**src/rtl/f_nextpc_pkg.sv**
```systemverilog
// rtl/f_nextpc_pkg.sv - shared widths, counter encodings and reset vector for the fetch next-PC block
package f_nextpc_pkg;

  localparam int PC_W_DEF    = 13;
  localparam int BTB_IDX_DEF = 4;

  // Word-address reset vector.
  localparam int PC_RESET_VEC = 0;

  // 2-bit branch direction counter: upper bit set means predict taken.
  typedef enum logic [1:0] {
    SNT = 2'd0,
    WNT = 2'd1,
    WT  = 2'd2,
    ST  = 2'd3
  } ctr_t;

  function automatic ctr_t sat_inc(input ctr_t c);
    case (c)
      SNT:     sat_inc = WNT;
      WNT:     sat_inc = WT;
      default: sat_inc = ST;
    endcase
  endfunction

  function automatic ctr_t sat_dec(input ctr_t c);
    case (c)
      ST:      sat_dec = WT;
      WT:      sat_dec = WNT;
      default: sat_dec = SNT;
    endcase
  endfunction

endpackage

```
**src/rtl/f_btb.sv**
```systemverilog
// rtl/f_btb.sv - flop-based direct-mapped BTB with two read ports and one training port
module f_btb
  import f_nextpc_pkg::*;
#(
  parameter int PC_W    = PC_W_DEF,
  parameter int BTB_IDX = BTB_IDX_DEF
) (
  input  logic            clk,
  input  logic            rst,
  input  logic [PC_W-1:0] rd0_pc,
  output logic            rd0_taken,
  output logic [PC_W-1:0] rd0_target,
  input  logic [PC_W-1:0] rd1_pc,
  output logic            rd1_taken,
  output logic [PC_W-1:0] rd1_target,
  input  logic            upd_valid,
  input  logic [PC_W-1:0] upd_pc,
  input  logic [PC_W-1:0] upd_target,
  input  logic            upd_taken,
  input  logic            upd_jal
);

  localparam int ENTRIES = 1 << BTB_IDX;
  localparam int TAG_W   = PC_W - BTB_IDX;

  logic              valid_q  [ENTRIES];
  logic [TAG_W-1:0]  tag_q    [ENTRIES];
  logic [PC_W-1:0]   target_q [ENTRIES];
  ctr_t              ctr_q    [ENTRIES];

  logic [BTB_IDX-1:0] rd0_idx, rd1_idx, upd_idx;
  logic [TAG_W-1:0]   upd_tag;
  logic               upd_hit, upd_redirects;
  ctr_t               ctr_nxt;

  assign rd0_idx = rd0_pc[BTB_IDX-1:0];
  assign rd1_idx = rd1_pc[BTB_IDX-1:0];
  assign upd_idx = upd_pc[BTB_IDX-1:0];
  assign upd_tag = upd_pc[PC_W-1:BTB_IDX];

  // Reads see the registered contents, so a same-cycle write is not visible until the next cycle.
  assign rd0_taken  = valid_q[rd0_idx] && (tag_q[rd0_idx] == rd0_pc[PC_W-1:BTB_IDX])
                      && ctr_q[rd0_idx][1];
  assign rd0_target = target_q[rd0_idx];
  assign rd1_taken  = valid_q[rd1_idx] && (tag_q[rd1_idx] == rd1_pc[PC_W-1:BTB_IDX])
                      && ctr_q[rd1_idx][1];
  assign rd1_target = target_q[rd1_idx];

  assign upd_hit       = valid_q[upd_idx] && (tag_q[upd_idx] == upd_tag);
  assign upd_redirects = upd_jal || upd_taken;

  // Counter training for an entry that already holds this instruction.
  always_comb begin
    ctr_nxt = ctr_q[upd_idx];
    if (upd_jal)        ctr_nxt = ST;
    else if (upd_taken) ctr_nxt = sat_inc(ctr_q[upd_idx]);
    else                ctr_nxt = sat_dec(ctr_q[upd_idx]);
  end

  // Valid bits and counters: cleared on reset, trained or allocated on updates.
  always_ff @(posedge clk) begin
    if (rst) begin
      for (int i = 0; i < ENTRIES; i++) begin
        valid_q[i] <= 1'b0;
        ctr_q[i]   <= SNT;
      end
    end else if (upd_valid) begin
      if (upd_hit) begin
        ctr_q[upd_idx] <= ctr_nxt;
      end else if (upd_redirects) begin
        valid_q[upd_idx] <= 1'b1;
        ctr_q[upd_idx]   <= upd_jal ? ST : WT;
      end
    end
  end

  // Tags and targets need no reset; a cleared valid bit masks them.
  always_ff @(posedge clk) begin
    if (!rst && upd_valid && upd_redirects) begin
      target_q[upd_idx] <= upd_target;
      if (!upd_hit) tag_q[upd_idx] <= upd_tag;
    end
  end

endmodule

```
**src/rtl/f_nextpc.sv**
```systemverilog
// rtl/f_nextpc.sv - fetch PC register, BTB-based prediction mux and redirect priority
module f_nextpc
  import f_nextpc_pkg::*;
#(
  parameter int PC_W    = PC_W_DEF,
  parameter int BTB_IDX = BTB_IDX_DEF
) (
  input  logic            clk,
  input  logic            rst,
  input  logic            stall,
  input  logic            d_fail,
  input  logic [PC_W-1:0] d_true_pc,
  input  logic            e_fail,
  input  logic [PC_W-1:0] e_true_pc,
  input  logic            upd_valid,
  input  logic [PC_W-1:0] upd_pc,
  input  logic [PC_W-1:0] upd_target,
  input  logic            upd_taken,
  input  logic            upd_jal,
  output logic [PC_W-1:0] pc1,
  output logic [PC_W-1:0] pc2,
  output logic [PC_W-1:0] pc_predicted,
  output logic            pred_slot,
  output logic            pred_taken
);

  localparam logic [PC_W-1:0] PC_ONE   = PC_W'(1);
  localparam logic [PC_W-1:0] PC_TWO   = PC_W'(2);
  localparam logic [PC_W-1:0] PC_RESET = PC_W'(PC_RESET_VEC);

  logic [PC_W-1:0] pc_q, pc_next;
  logic            s0_taken, s1_taken;
  logic [PC_W-1:0] s0_target, s1_target;

  assign pc1 = pc_q;
  assign pc2 = pc_q + PC_ONE;

  f_btb #(
    .PC_W    (PC_W),
    .BTB_IDX (BTB_IDX)
  ) u_btb (
    .clk        (clk),
    .rst        (rst),
    .rd0_pc     (pc1),
    .rd0_taken  (s0_taken),
    .rd0_target (s0_target),
    .rd1_pc     (pc2),
    .rd1_taken  (s1_taken),
    .rd1_target (s1_target),
    .upd_valid  (upd_valid),
    .upd_pc     (upd_pc),
    .upd_target (upd_target),
    .upd_taken  (upd_taken),
    .upd_jal    (upd_jal)
  );

  // Earlier slot wins; with no taken slot the pair falls through to pc1+2.
  always_comb begin
    pc_predicted = pc_q + PC_TWO;
    pred_slot    = 1'b0;
    pred_taken   = 1'b0;
    if (s0_taken) begin
      pc_predicted = s0_target;
      pred_taken   = 1'b1;
    end else if (s1_taken) begin
      pc_predicted = s1_target;
      pred_slot    = 1'b1;
      pred_taken   = 1'b1;
    end
  end

  // Redirects outrank stall; the older (execute) redirect outranks decode.
  always_comb begin
    pc_next = pc_predicted;
    if (e_fail)      pc_next = e_true_pc;
    else if (d_fail) pc_next = d_true_pc;
    else if (stall)  pc_next = pc_q;
  end

  // Fetch PC register.
  always_ff @(posedge clk) begin
    if (rst) pc_q <= PC_RESET;
    else     pc_q <= pc_next;
  end

endmodule

```
**config.mk**
```make
export PLATFORM = sky130hd
export DESIGN_NAME = f_nextpc
export DESIGN_NICKNAME = d
export VERILOG_FILES = /design/src/rtl/f_nextpc_pkg.sv /design/src/rtl/f_btb.sv /design/src/rtl/f_nextpc.sv
export SDC_FILE = /design/constraint.sdc
export NUM_CORES = 1
export LEC_CHECK = 0
export CORE_MARGIN = 5
export CORE_UTILIZATION = 58
export DETAILED_ROUTE_END_ITERATION = 7
export DONT_BUFFER_PORTS = 1
export PLACE_DENSITY = 0.82
export SLEW_MARGIN = 20
export SYNTH_ARGS = -nofsm -noshare
export SYNTH_HDL_FRONTEND = slang
export SYNTH_SLANG_ARGS = --single-unit
```
**constraint.sdc**
```tcl
create_clock -name clk -period 3.54 [get_ports clk]
set_clock_uncertainty 0.05 [all_clocks]
set_input_delay 0.531 -clock clk [delete_from_list [all_inputs] [get_ports clk]]
set_output_delay 0.531 -clock clk [all_outputs]
set_load 0.05 [all_outputs]
```
Yosys cells after proc, flatten, opt, wreduce, memory -nomap -nowiden
Memory sizes are Yosys's and may differ from the RTL's. A register that Yosys moved wholly into a read port is not among the register bits.
Index checks and enable logic that the tools add are counted.

word-level totals
  register bits after elaboration = 13
  RAM bits = 400
  bits of input ports = 60
  output and inout bits = 41
  word-level logic and storage cells = 71
  memories kept = 4

cells by class
  add/subtract/negate cells = 2
  eq/ne operators = 7
  muxes and demuxes = 44
  bitwise gates (word level) = 1
  reductions and logical operators = 12

memory list
  name            words  bits a word  rd ports  clocked after Yosys merged registers in  wr ports  RTL line     source
  u_btb.target_q  16     13           2         1                                        1         f_btb.sv:28  logic [PC_W-1:0] target_q [ENTRIES];
  u_btb.tag_q     16     9            3         1                                        1         f_btb.sv:27  logic [TAG_W-1:0] tag_q [ENTRIES];
  u_btb.ctr_q     16     2            3         1                                        16        f_btb.sv:29  ctr_t ctr_q [ENTRIES];
  u_btb.valid_q   16     1            3         1                                        16        f_btb.sv:26  logic valid_q [ENTRIES];

operator list
  cell                     count
  $mux W13                 5
  $mux W4                  10
  $eq A9 B9 Y1             3
  $mux W1                  23
  $add A13 B1 Y13 const B  1
  $add A13 B2 Y13 const B  1
  $mux W2                  4
  $pmux W2 S2              2
  $logic_and A1 B1 Y1      7
  $eq A2 B2 Y1 const B     2
  $ne A3 B1 Y1 const B     1
  $eq A2 B1 Y1 const B     1
  $logic_not A2 Y1         1
  $reduce_or A2 Y1         1
  $logic_not A1 Y1         1
  $logic_or A1 B1 Y1       1
  $or A1 B1 Y1             1
  $reduce_or A1 Y1         1

Longest topological paths before layout
An unclocked memory read counts as a cell.

  depth after elaboration = 12
  gate-level depth with buffers = 15
  gate-level depth less buffers = 11

By module
Synthesis repeated with hierarchy kept, for this count alone.

unflattened totals
  cells, all modules = 1306
  area total of the unflattened synthesis = 22061.2 um^2

modules (own cells, without submodules)
  module    instances  cells an instance  area each (um^2)  sequential area each (um^2)
  f_btb     1          1108               20653.6           11851.4
  f_nextpc  1          198                1407.6            260.2

Worst setup path after synthesis
OpenSTA, ideal clock, no wires.

  path type = register -> output
  start point = register pc_q[4] (netlist: pc1[4])
  end point = output pred_taken
  arrival = 4881 ps
  required time = 2959 ps
  setup slack = -1922 ps
  stages on the path, launching flop included = 10
  cell sequence = dfxtp_1 clkbuf_1 nand4_1 nor3_1 xor2_1 xor2_1 or4_4 or4_4 buf_6 o21ai_0

between the ends
  longest elaborated chain between the ends = 6
  elaborated cells on any way between the ends = 9
  classes of those cells = 1 x add/sub; 2 x eq/ne; 2 x mux; 4 x reduce/logical

ends and longest elaborated chain
  item                    RTL line        source
  start, declared         f_nextpc.sv:31  logic [PC_W-1:0] pc_q, pc_next;
  start signal, assigned  f_nextpc.sv:83  else pc_q <= pc_next;
  $add A13 B1 Y13         f_nextpc.sv:36  assign pc2 = pc_q + PC_ONE;
  via pc2[10]             f_nextpc.sv:21  output logic [PC_W-1:0] pc2,
  $eq A9 B9 Y1            f_btb.sv:45     assign rd1_taken = valid_q[rd1_idx] && (tag_q[rd1_idx] == rd1_pc[PC_W-1:BTB_IDX])
  $logic_and A1 B1 Y1     f_btb.sv:45
  $logic_and A1 B1 Y1     f_btb.sv:46     && ctr_q[rd1_idx][1];
  $mux W1                 f_nextpc.sv:65  end else if (s1_taken) begin
  $mux W1                 f_nextpc.sv:62  if (s0_taken) begin
  end, declared           f_nextpc.sv:24  output logic pred_taken

The timed path passes the listed nets, and every way through them passes these cells.

Worst setup path after layout
  start point = register pc_q[0] (netlist: pc1[0])
  end point = output pc_predicted[6]

between the ends
  longest elaborated chain between the ends = 7
  elaborated cells on any way between the ends = 11
  classes of those cells = 2 x add/sub; 1 x eq/ne; 2 x mux; 2 x reduce/logical; 4 x memory

ends and longest elaborated chain
  item                 RTL line        source
  $add A13 B1 Y13      f_nextpc.sv:36
  $mem_v2 Z16 W9       n/a
  $eq A9 B9 Y1         f_btb.sv:45
  $logic_and A1 B1 Y1  f_btb.sv:45
  $logic_and A1 B1 Y1  f_btb.sv:46
  $mux W13 (*)         f_nextpc.sv:65
  $mux W13 (*)         f_nextpc.sv:62
  end, declared        f_nextpc.sv:22  output logic [PC_W-1:0] pc_predicted,

Mark *: on every way between the ends. The rest lies on a longest branch, timed or not.

==> reports/qor.csv <==
metric,value,unit
path_clk_slew,0.06,ns
final_max_slew_viol_count,0,
first_global_vias,15000,
critPathCaptureType,primary output,
diodes,0,
drt_iter0_markers,2090,
die_x,204,um
cts.path.max_buffers,3,
p_switching,3.27,mW
critPathSlowestCell,o31ai_4,
grt-ovfl-total,0,
final_cell_mix,"384 x edfxtp_1, 262 x mux4_2, 178 x buf_4",
tightest_slew,0.926,ns
place_congestion,0.915,
grt_max_degree,59,
final-setup-viol-count,32,
async_reset_ff_frac,0,
hold_start,rst,
stdcell_count,1954,
rsz0062_at_grt,true,
start_util,0.583,
syn_to_final_growth,20.5,%
yosysSeqAreaShare,0.561,
routedWlPerCell,35.1,um
place_hpwl,43.0,mm
path_common_cell,buf_6,
crit_fanout,10,
power_leakage,8.64,nW
p_per_area,469,mW/mm2
dpl.cell_count,1831,
cp_data_arrival_time,4.15,ns
core,0.0373,mm2
worst_setup_path_start_kind,register,
hold_viol,0,
vias_per_cell,7.69,
final_core_util,0.703,
yosysWarnings,0,
wirelength,68.6,mm
vdd_ir_drop_max,0.454,mV
crit_chain,ha_4 -> buf_12 -> buf_12 -> buf_6 -> mux4_1 -> and3_1 -> a211oi_2 -> or3_1 -> nand4_1 -> nor4_4 -> buf_6 -> buf_6 -> a21oi_2 -> o31ai_4,
nets,1507,
cts_tree,yes,
finalCritPeriodShare,1.34,
setup_ws,-1.19,ns
synth_cell_type_count,59,
r2r-start,pc1[0],
place_ws,-0.656,ns
clock-sinks,417,
yosys_most_used_dff,edfxtp_1,
post-route-min-period,4.73,ns
crit_type,reg2out,
vias,15000,
cpPeakStageDelay,0.58,ns
die_h,204,um
synth-edff-count,384,
hold_depth,2,
drv_cap,0,
synth_seq_cells,417,
syn_inst,1270,
htreeDepth,2,
fmax,212,MHz
synth_area_leaders,"edfxtp_1 53%, mux4_2 27%, dfxtp_1 3.0%",
antenna_found_initial,0,
ios,101,
yosysTopAreaCell,edfxtp_1,
drive_above_1_share,0.453,
drtAntennaViolNets,0,
clk_latency,0.61,ns
violations,negative setup slack,
netlist.area_leader.share,0.530,
rrSetupSlack,-0.38,ns
syn_area,0.0217,mm2
required,2.96,ns
dr.pass1.iters,8,
hold_path.class,in2reg,
root_buffer,clkbuf_16,
slew_headroom,0.383,
syn_avg_cell_area,17.1,um2
p_sw_frac,0.266,
path_delay_family,simple AND/OR/NAND/NOR gates,
worstReg2RegEnd,pc1[5],
row_count,71,
pwr-share-comb,0.179,
drc,0,
internal_power,9.01,mW
syn_nets,1332,
track_usage,0.329,
worstPathBufferInverterCount,5,
cts_made_buffers,44,
grt_pass1_wl,99.7,mm
outcome,"complete, but fails checks",
seq_power_share,0.451,
reg2reg_depth,14,
clock_power_share,0.371,
die_area,0.0415,mm2
layout_commonest_cell,edfxtp_1,
io_buffers,0,
state kept, by name (all words and copies together), names as in the netlist, named ones only:
register and count:
u_btb.tag_q 144, u_btb.valid_q 16, u_btb.target_q 208, u_btb.ctr_q 32
pc1 13
cells in the mapped netlist (4+ instances only):
cell      count
nor3_2        7
buf_1        17
inv_1         7
nor3_1       17
a21oi_1      23
mux4_1        7
buf_2        29
xnor2_1      20
a21o_1       17
nand2b_1      9
nor2b_1       4
o21ai_0      33
nor2_1       79
nor3b_1       9
or3_1         4
o211ai_1     13
and3_1       10
o31ai_2       8
mux4_2      262
nand2_1      43
o21a_1       12
o22ai_1      11
mux2i_1      18
clkbuf_1     58
xor2_1       23
or2_2        12
mux2_2        4
dfxtp_1      33
nand4_1      22
nand3_1      23
edfxtp_1    384
a211oi_1      6
metal layers:
| layer | wire (um) | global-route usage | vias up |
|---|---|---|---|
| li1 | - | - | 5687 |
| met1 | 22300 | 0.427 | 7597 |
| met2 | 32800 | 0.521 | 1453 |
| met3 | 9500 | 0.0941 | 299 |
| met4 | 3940 | 0.152 | 0 |
| met5 | 0 | 0 | - |
per-stage QoR:
step	total power [mW]	hold WS, ns	setup TNS, ns	cell area (um2)
finish	12.3	0.0691	-22.41	26200
global route	12.6	0.0573	-25.19	26200
CTS	12.2	0.0513	-23.07	25800
detailed placement	7.54	0.418	-79.25	23900
global placement	7.50	0.406	-62.25	23900
floorplan	6.98	0.393	-12.88	22100
cell type report:
| type | count | area [um2] |
|---|---|---|
| multi-input combinational | 736 | 9740 |
| inverter | 8 | 30.0 |
| tap | 474 | 593 |
| clock buffer | 55 | 1140 |
| clock inverter | 26 | 265 |
| fill | 2162 | 11100 |
| sequential | 417 | 12200 |
| timing repair buffer | 238 | 2220 |
power by group through the flow:
stage               logic [mW]  registers, mW  clock network [mW]
global route              2.27           5.54                4.80
finish                    2.19           5.54                4.55
CTS                       2.09           5.53                4.56
global placement          1.87           5.63                   0
floorplan                 1.35           5.63                   0
detailed placement        1.91           5.63                   0
cell families (layout without fill, tap and decap cells):
logic type / after synthesis / after routing / share of synthesized area
DFF: 417 / 417 / 0.561
muxes: 291 / 291 / 0.290
and+or+nand+nor: 255 / 256 / 0.0613
AOI/OAI and AO/OA: 142 / 142 / 0.0447
buffers and inverters: 118 / 327 / 0.0239
xor gates and xnor gates: 43 / 43 / 0.0173
adders and majority gates: 4 / 4 / 0.00207
worst max-delay path by stage:
stage                     startpoint          endpoint  slack, ns  depth (start not counted)
after floorplan               pc1[1]         pred_slot      -0.60                         10
final                         pc1[0]   pc_predicted[6]      -1.19                         14
after detailed placement      pc1[0]  pc_predicted[11]      -0.66                          9
after global routing          pc1[0]         pred_slot      -1.27                         12
after global placement        pc1[0]  pc_predicted[11]      -0.56                         12
after CTS                     pc1[0]  pc_predicted[11]      -1.20                         13
repair_timing:
item / CTS / global route
hold endpoints to repair: 352 / 0
resized for setup: 49 / 54
setup endpoints to repair: 256 / 209
buffers inserted: 8 / 11
cloned: 1 / 2
hold buffers: 22 / 0
pin swaps: 13 / 26
Note: power is estimated with default switching activity, not from simulation.
